File: config.mk
export PLATFORM = sky130hd
export DESIGN_NAME = product_accumulator
export DESIGN_NICKNAME = d
export VERILOG_FILES = /design/src/rtl/product_acc_pkg.sv /design/src/rtl/product_accumulator_sat_adder.sv /design/src/rtl/product_accumulator.sv
export SDC_FILE = /design/constraint.sdc
export NUM_CORES = 1
export LEC_CHECK = 0
export ABC_AREA = 1
export CAP_MARGIN = 15
export CELL_PAD_IN_SITES_DETAIL_PLACEMENT = 1
export CELL_PAD_IN_SITES_GLOBAL_PLACEMENT = 1
export CORE_MARGIN = 5
export CORE_UTILIZATION = 48
export DETAILED_ROUTE_END_ITERATION = 8
export DONT_BUFFER_PORTS = 1
export GPL_TIMING_DRIVEN = 0
export PLACE_DENSITY = 0.95
export SLEW_MARGIN = 10
export SYNTH_ARGS = -nofsm -noshare
export SYNTH_HDL_FRONTEND = slang
export SYNTH_SLANG_ARGS = --single-unit
File: constraint.sdc
create_clock -name clk -period 8.1 [get_ports clk]
set_input_delay 1.62 -clock clk [delete_from_list [all_inputs] [get_ports clk]]
set_output_delay 1.62 -clock clk [all_outputs]
set_load 0.02 [all_outputs]
File: src/rtl/product_acc_pkg.sv
// Shared definitions for the product accumulator slice.
//   - Default widths for the signed product input, the accumulator and the
//     frame-length counter.
//   - Fixed state encoding. It is visible on the top-level dbg_state port, so
//     checkers and waveform viewers can decode it without the enum.
package product_acc_pkg;

  localparam int IN_W_DEF  = 64;
  localparam int ACC_W_DEF = 72;
  localparam int CNT_W_DEF = 16;

  localparam logic [1:0] ST_IDLE  = 2'd0;
  localparam logic [1:0] ST_ACCUM = 2'd1;
  localparam logic [1:0] ST_DONE  = 2'd2;

  typedef enum logic [1:0] {
    S_IDLE  = ST_IDLE,
    S_ACCUM = ST_ACCUM,
    S_DONE  = ST_DONE
  } state_e;

endpackage

File: src/rtl/product_accumulator_sat_adder.sv
// sat_adder: combinational saturating accumulate step.
//   Sign-extends a signed addend to the accumulator width and adds it to the
//   running total. The add is one bit wider than the accumulator. If the two
//   top bits of that sum differ, the result has left the representable range.
//   The output is then clamped to the extreme on the side of the true sign.
// Ports
//   acc     in   ACC_W  current signed accumulator value
//   addend  in   IN_W   signed value to add
//   sum     out  ACC_W  clamped signed result
//   ovf     out  1      result was clamped
module sat_adder
  import product_acc_pkg::*;
#(
  parameter int IN_W  = IN_W_DEF,
  parameter int ACC_W = ACC_W_DEF
) (
  input  logic [ACC_W-1:0] acc,
  input  logic [IN_W-1:0]  addend,
  output logic [ACC_W-1:0] sum,
  output logic             ovf
);

  localparam logic [ACC_W-1:0] POS_MAX = {1'b0, {(ACC_W-1){1'b1}}};
  localparam logic [ACC_W-1:0] NEG_MIN = {1'b1, {(ACC_W-1){1'b0}}};

  logic signed [ACC_W:0] acc_ext;
  logic signed [ACC_W:0] add_ext;
  logic signed [ACC_W:0] raw;

  assign acc_ext = {acc[ACC_W-1], acc};
  // The size cast keeps the operand signed, so the addend is sign-extended.
  // This also works when ACC_W == IN_W.
  assign add_ext = (ACC_W+1)'($signed(addend));
  assign raw     = acc_ext + add_ext;

  // raw[ACC_W] is the true sign of the unbounded sum.
  assign ovf = raw[ACC_W] ^ raw[ACC_W-1];

  always_comb begin
    sum = raw[ACC_W-1:0];
    if (ovf) begin
      sum = raw[ACC_W] ? NEG_MIN : POS_MAX;
    end
  end

endmodule

File: src/rtl/product_accumulator.sv
// product_accumulator: sums a programmable-length frame of signed products
// into a wide saturating accumulator. It hands the frame total downstream over
// a valid/ready handshake.
//
// Handshake semantics, for both the input and the output side:
//   A transfer happens at a rising clk edge where valid and ready are both 1.
//   The producer holds data stable while valid is high and ready is low.
//   ready depends only on the state register, never on valid.
//
// Frame flow: IDLE --start--> ACCUM --len beats--> DONE --out_ready--> IDLE.
//   start with len==0 goes straight to DONE with a total of 0.
//   start is only sampled in IDLE. In the cycle where DONE hands off the
//   state is still DONE, so a start in that cycle is ignored.
//
// Ports
//   clk        in   1      clock, posedge
//   rst        in   1      synchronous active-high reset; aborts a frame silently
//   start      in   1      begin a frame (sampled in IDLE only)
//   len        in   CNT_W  products in the frame, captured with start
//   in_valid   in   1      in_data holds a product
//   in_ready   out  1      high in ACCUM
//   in_data    in   IN_W   signed product
//   out_valid  out  1      high in DONE
//   out_ready  in   1      downstream accepts the total
//   out_data   out  ACC_W  signed frame total (0 outside DONE)
//   out_sat    out  1      total was clamped at least once (0 outside DONE)
//   busy       out  1      state != IDLE
//   dbg_state  out  2      raw state register (ST_* encoding)
module product_accumulator
  import product_acc_pkg::*;
#(
  parameter int IN_W  = IN_W_DEF,
  parameter int ACC_W = ACC_W_DEF,
  parameter int CNT_W = CNT_W_DEF
) (
  input  logic             clk,
  input  logic             rst,
  input  logic             start,
  input  logic [CNT_W-1:0] len,
  input  logic             in_valid,
  output logic             in_ready,
  input  logic [IN_W-1:0]  in_data,
  output logic             out_valid,
  input  logic             out_ready,
  output logic [ACC_W-1:0] out_data,
  output logic             out_sat,
  output logic             busy,
  output logic [1:0]       dbg_state
);

  state_e           state;
  logic [ACC_W-1:0] acc;
  logic [CNT_W-1:0] cnt;
  logic             sat;

  logic [ACC_W-1:0] acc_next;
  logic             acc_ovf;
  logic             beat;

  sat_adder #(
    .IN_W  (IN_W),
    .ACC_W (ACC_W)
  ) u_sat_adder (
    .acc    (acc),
    .addend (in_data),
    .sum    (acc_next),
    .ovf    (acc_ovf)
  );

  assign beat = in_valid && (state == S_ACCUM);

  // Frame control. acc, cnt and sat change only on start or on a beat.
  // While stalled in DONE, the presented total stays stable.
  always_ff @(posedge clk) begin
    if (rst) begin
      state <= S_IDLE;
      acc   <= '0;
      cnt   <= '0;
      sat   <= 1'b0;
    end else begin
      case (state)
        S_IDLE: begin
          if (start) begin
            acc <= '0;
            sat <= 1'b0;
            cnt <= len;
            state <= (len != '0) ? S_ACCUM : S_DONE;
          end
        end
        S_ACCUM: begin
          if (beat) begin
            acc <= acc_next;
            // Sticky: a later beat may bring acc back in range, but the flag
            // stays set until the next start.
            sat <= sat | acc_ovf;
            cnt <= cnt - CNT_W'(1);
            if (cnt == CNT_W'(1)) begin
              state <= S_DONE;
            end
          end
        end
        S_DONE: begin
          if (out_ready) begin
            state <= S_IDLE;
          end
        end
        default: state <= S_IDLE;
      endcase
    end
  end

  // All outputs decode registered state only.
  assign in_ready  = (state == S_ACCUM);
  assign out_valid = (state == S_DONE);
  assign out_data  = out_valid ? acc : '0;
  assign out_sat   = out_valid & sat;
  assign busy      = (state != S_IDLE);
  assign dbg_state = state;

endmodule
==> impl_metrics.xml <==
<?xml version="1.0" encoding="UTF-8"?>
<metrics>
  <group name="outcome">
    <metric name="run_status" unit="">complete, no violations</metric>
  </group>
  <group name="cts">
    <metric name="cts_buffer_depth" unit="">2</metric>
    <metric name="clock_latency" unit="ns">0.38</metric>
    <metric name="htree_num_levels" unit="">3</metric>
    <metric name="cts_tree" unit="">yes</metric>
    <metric name="clock_sink_count" unit="">91</metric>
    <metric name="post_cts_buffers" unit="">0</metric>
    <metric name="clock_tree.root_cell" unit="">clkbuf_16</metric>
    <metric name="clkTransAtPathRegs" unit="ns">0.08</metric>
    <metric name="cts-buffers-inserted" unit="">9</metric>
    <metric name="post_cts.resized_instances" unit="">0</metric>
    <metric name="cts_hold_repair.buffers" unit="">0</metric>
  </group>
  <group name="logic_synthesis">
    <metric name="count_of_flip_flops_with_a_built_in_enable_after_synthesis" unit="">0</metric>
    <metric name="yosys.cell_types.count" unit="">43</metric>
    <metric name="synth_seq_cells" unit="">91</metric>
    <metric name="synth_top_flop_cell" unit="">dfxtp_1</metric>
    <metric name="synth_fp_nets" unit="">2102</metric>
    <metric name="synth-async-reset-ratio" unit="">0</metric>
    <metric name="synth_area_per_cell" unit="um^2">5.59</metric>
    <metric name="synth_area" unit="um^2">10800</metric>
    <metric name="synth_warnings" unit="">0</metric>
    <metric name="proportion_of_synthesized_chip_area_in_sequential_cells" unit="">0.168</metric>
    <metric name="postSynthCellCount" unit="">1942</metric>
  </group>
  <group name="placed_design">
    <metric name="placement.io_buffers" unit="">0</metric>
    <metric name="dp_hpwl" unit="um">36700</metric>
    <metric name="gp_routability_congestion" unit="">0.985</metric>
  </group>
  <group name="route">
    <metric name="wirelength_routed" unit="um">44200</metric>
    <metric name="dr_wl_met3" unit="um">2750</metric>
    <metric name="detail_route.vias_per_cell" unit="">5.68</metric>
    <metric name="top_layer_used" unit="">met4</metric>
    <metric name="met2_wl_post_dr" unit="um">20600</metric>
    <metric name="detail_route.first_pass.iterations" unit="">5</metric>
    <metric name="via_count" unit="">12761</metric>
    <metric name="number_of_routed_nets_with_antenna_violations" unit="">0</metric>
    <metric name="route.detailed.drc" unit="">0</metric>
    <metric name="dr.first_iter.drc_count" unit="">834</metric>
    <metric name="routedWlPerCell" unit="um">19.7</metric>
    <metric name="wl_met1" unit="um">19100</metric>
  </group>
  <group name="global_route">
    <metric name="grt.overflow.total" unit="">0</metric>
    <metric name="gr-usage-all-layers" unit="">0.336</metric>
    <metric name="vias_in_the_first_global_route" unit="">13177</metric>
    <metric name="grt_pass1_wl" unit="um">69800</metric>
    <metric name="initial_antenna_violation_count" unit="">2</metric>
    <metric name="grt_start_max_net_pins" unit="">19</metric>
  </group>
  <group name="critical_path">
    <metric name="cp_top_family" unit="">simple AND/OR/NAND/NOR gates</metric>
    <metric name="worst_path_max_delay_cell" unit="">nand2_1</metric>
    <metric name="critical_path_buf_inv_count" unit="">1</metric>
    <metric name="timing.critical_path.from_type" unit="">primary input</metric>
    <metric name="worst_setup_path_end_kind" unit="">flop</metric>
    <metric name="critPathRequiredTime" unit="ns">8.33</metric>
    <metric name="worst-setup-path-type" unit="">primary input to flop</metric>
    <metric name="worstPathCellList" unit="">ha_1, fa_1, nand2_1, nand2_1, nand3_1, nand2_2, nand2_1, nand3_2, nand2_1, nand2_2, nand2_2, nand2_1, nand2_1, nand2_1, nand2_1, buf_2, nand3_1, nand2_1, a21oi_2</metric>
    <metric name="timing.critical_path.slowest_cell_delay" unit="ns">0.56</metric>
    <metric name="cp_max_fo" unit="">10</metric>
    <metric name="worst_path_most_repeated_cell" unit="">nand2_1</metric>
    <metric name="worst-endpoint-arrival" unit="ns">4.99</metric>
  </group>
  <group name="floorplanning">
    <metric name="start_util" unit="">0.483</metric>
    <metric name="ios" unit="">163</metric>
    <metric name="y_dimension_of_the_die" unit="um">160</metric>
    <metric name="fp.dieW" unit="um">160</metric>
    <metric name="std_cell_core_area" unit="um^2">22400</metric>
    <metric name="floorplan.die_area" unit="um^2">25700</metric>
    <metric name="placementRows" unit="">55</metric>
  </group>
  <group name="final_layout">
    <metric name="layout.nets" unit="">2113</metric>
    <metric name="layout-area-overhead-vs-synth" unit="%">6.04</metric>
    <metric name="drive_above_1_share" unit="">0.0633</metric>
    <metric name="finalCoreUtilization" unit="">0.513</metric>
  </group>
  <group name="timing">
    <metric name="finClkSkew" unit="ns">0.0163</metric>
    <metric name="worst_max_slew_margin_expressed_relative_to_the_limit" unit="">0.231</metric>
    <metric name="maxClockFrequency" unit="GHz">0.210</metric>
    <metric name="worst_slew_pin_slew" unit="ns">1.15</metric>
    <metric name="setup-tns-final" unit="ns">0</metric>
    <metric name="clock_period_minus_worst_slack" unit="ns">4.76</metric>
    <metric name="rsz0062_at_grt" unit="">no</metric>
    <metric name="setup_viol" unit="">0</metric>
    <metric name="report.final.hold_viol_count" unit="">0</metric>
    <metric name="post-route-period-util" unit="">0.588</metric>
    <metric name="maxSlewViolCount" unit="">0</metric>
  </group>
  <group name="power">
    <metric name="cellPowerDensity" unit="nW/um^2">149</metric>
    <metric name="power.static_leakage" unit="nW">5.06</metric>
    <metric name="post-layout-total-power" unit="mW">1.72</metric>
    <metric name="vdd_ir_drop_max" unit="mV">0.0922</metric>
  </group>
  <group name="min_path">
    <metric name="holdCritPathClass" unit="">flop to flop</metric>
  </group>
  <group name="flow_run">
    <metric name="drv.max_cap_violation_count" unit="">0</metric>
  </group>
</metrics>
per-stage QoR:
stage                     setup slack [ns]  instance area [um^2]  std cells  hold WS, ns
final                                 3.34                 11500       2246        0.458
after global routing                  3.25                 11500       2246        0.486
after CTS                             3.47                 11500       2243        0.458
after detailed placement              3.13                 11200       2227        0.446
after global placement                3.17                 11200       2227        0.439
after floorplan                       4.29                 10800       1942        0.431
placed cells by master (no fill, tap or decap), types with 8 or more instances in the layout:
cell type  synthesis  final
nand3_1          117    117
clkbuf_16          0      9
nor3_1            17     17
clkbuf_1          22     22
inv_1            314    314
nand2_2           15     15
o21ai_0           86     86
ha_1              74     74
dfxtp_1           91     91
nand2_1          549    549
a21oi_1          142    142
nor2_1           294    294
buf_2             15     15
nand4_1           11     11
o21bai_1          17     17
nand3b_1          21     21
xor2_1             8      8
xnor2_1           33     33
a21oi_2           54     54
where the power goes:
group / total (mW) / switching, mW / leakage (nW) / internal (mW)
Combinational: 0.738 / 0.506 / 4.18 / 0.232
Sequential: 0.521 / 0.0363 / 0.741 / 0.485
Clock: 0.457 / 0.240 / 0.138 / 0.217
Total: 1.72 / 0.782 / 5.06 / 0.934
logic make-up (layout without fill, tap and decap cells):
group | Yosys count | in the layout | share of synthesized area
simple gates | 1040 | 1040 | 0.394
buf+inv | 368 | 384 | 0.137
compound gates | 327 | 327 | 0.180
flops | 91 | 91 | 0.168
fa+ha+maj | 75 | 75 | 0.0872
xor+xnor | 41 | 41 | 0.0331
other cells | 0 | 3 | 0
layout make-up:
type	count	area, um^2
fill	3367	10900
multi-input combinational	1483	7530
sequential	91	1820
inverter	315	1180
tap	285	357
buffer	53	308
clock buffer	9	225
clock inverter	7	66.3
antenna	3	7.51
state kept, by name, indices dropped and copies added, names as in the netlist:
name,flops
acc,72
cnt,16
sat,1
dbg_state,2
per-layer routing:
layer	track usage	vias to the layer above
li1	-	6160
met1	0.424	6099
met2	0.571	401
met3	0.0580	101
met4	0.132	0
met5	0	-
final timing paths:
| kind | to | cells past startpoint | slack [ns] | start |
|---|---|---|---|---|
| worst max-delay path | acc[9] | 19 | 3.34 | in_data[0] |
| worst min register to register | sat | 2 | 0.46 | sat |
| worst min-delay path | sat | 2 | 0.46 | sat |
| worst max register to register | acc[9] | 19 | 4.24 | acc[0] |
cells in the mapped netlist (2+ instances only):
cell type	number	area [um^2]
xor2_1	8	70.1
nand2_2	15	93.8
buf_4	4	30.0
a211oi_1	3	22.5
a21oi_2	54	473
xnor2_1	33	289
o21bai_1	17	128
a21o_1	5	37.5
nor3_2	2	20.0
dlygate4sd1_1	3	26.3
nor2_1	294	1100
buf_6	7	78.8
nand3b_1	21	158
a21oi_1	142	711
nand4_1	11	68.8
nor3_1	17	85.1
nand2_1	549	2060
nand3_2	3	30.0
nor4_1	6	37.5
clkbuf_1	22	82.6
dfxtp_1	91	1820
o211ai_1	2	15.0
clkbuf_4	2	15.0
a31oi_1	6	37.5
nor2_2	2	12.5
o21ai_0	86	430
ha_1	74	926
nand3_1	117	586
buf_2	15	75.1
inv_1	314	1180
o21a_1	5	37.5
worst min-delay path, stage by stage (launching register included):
cell and delay, ns:
dfxtp_1 0.30, inv_1 0.06, a21oi_1 0.06
Note: power is estimated with default switching activity, not from simulation.
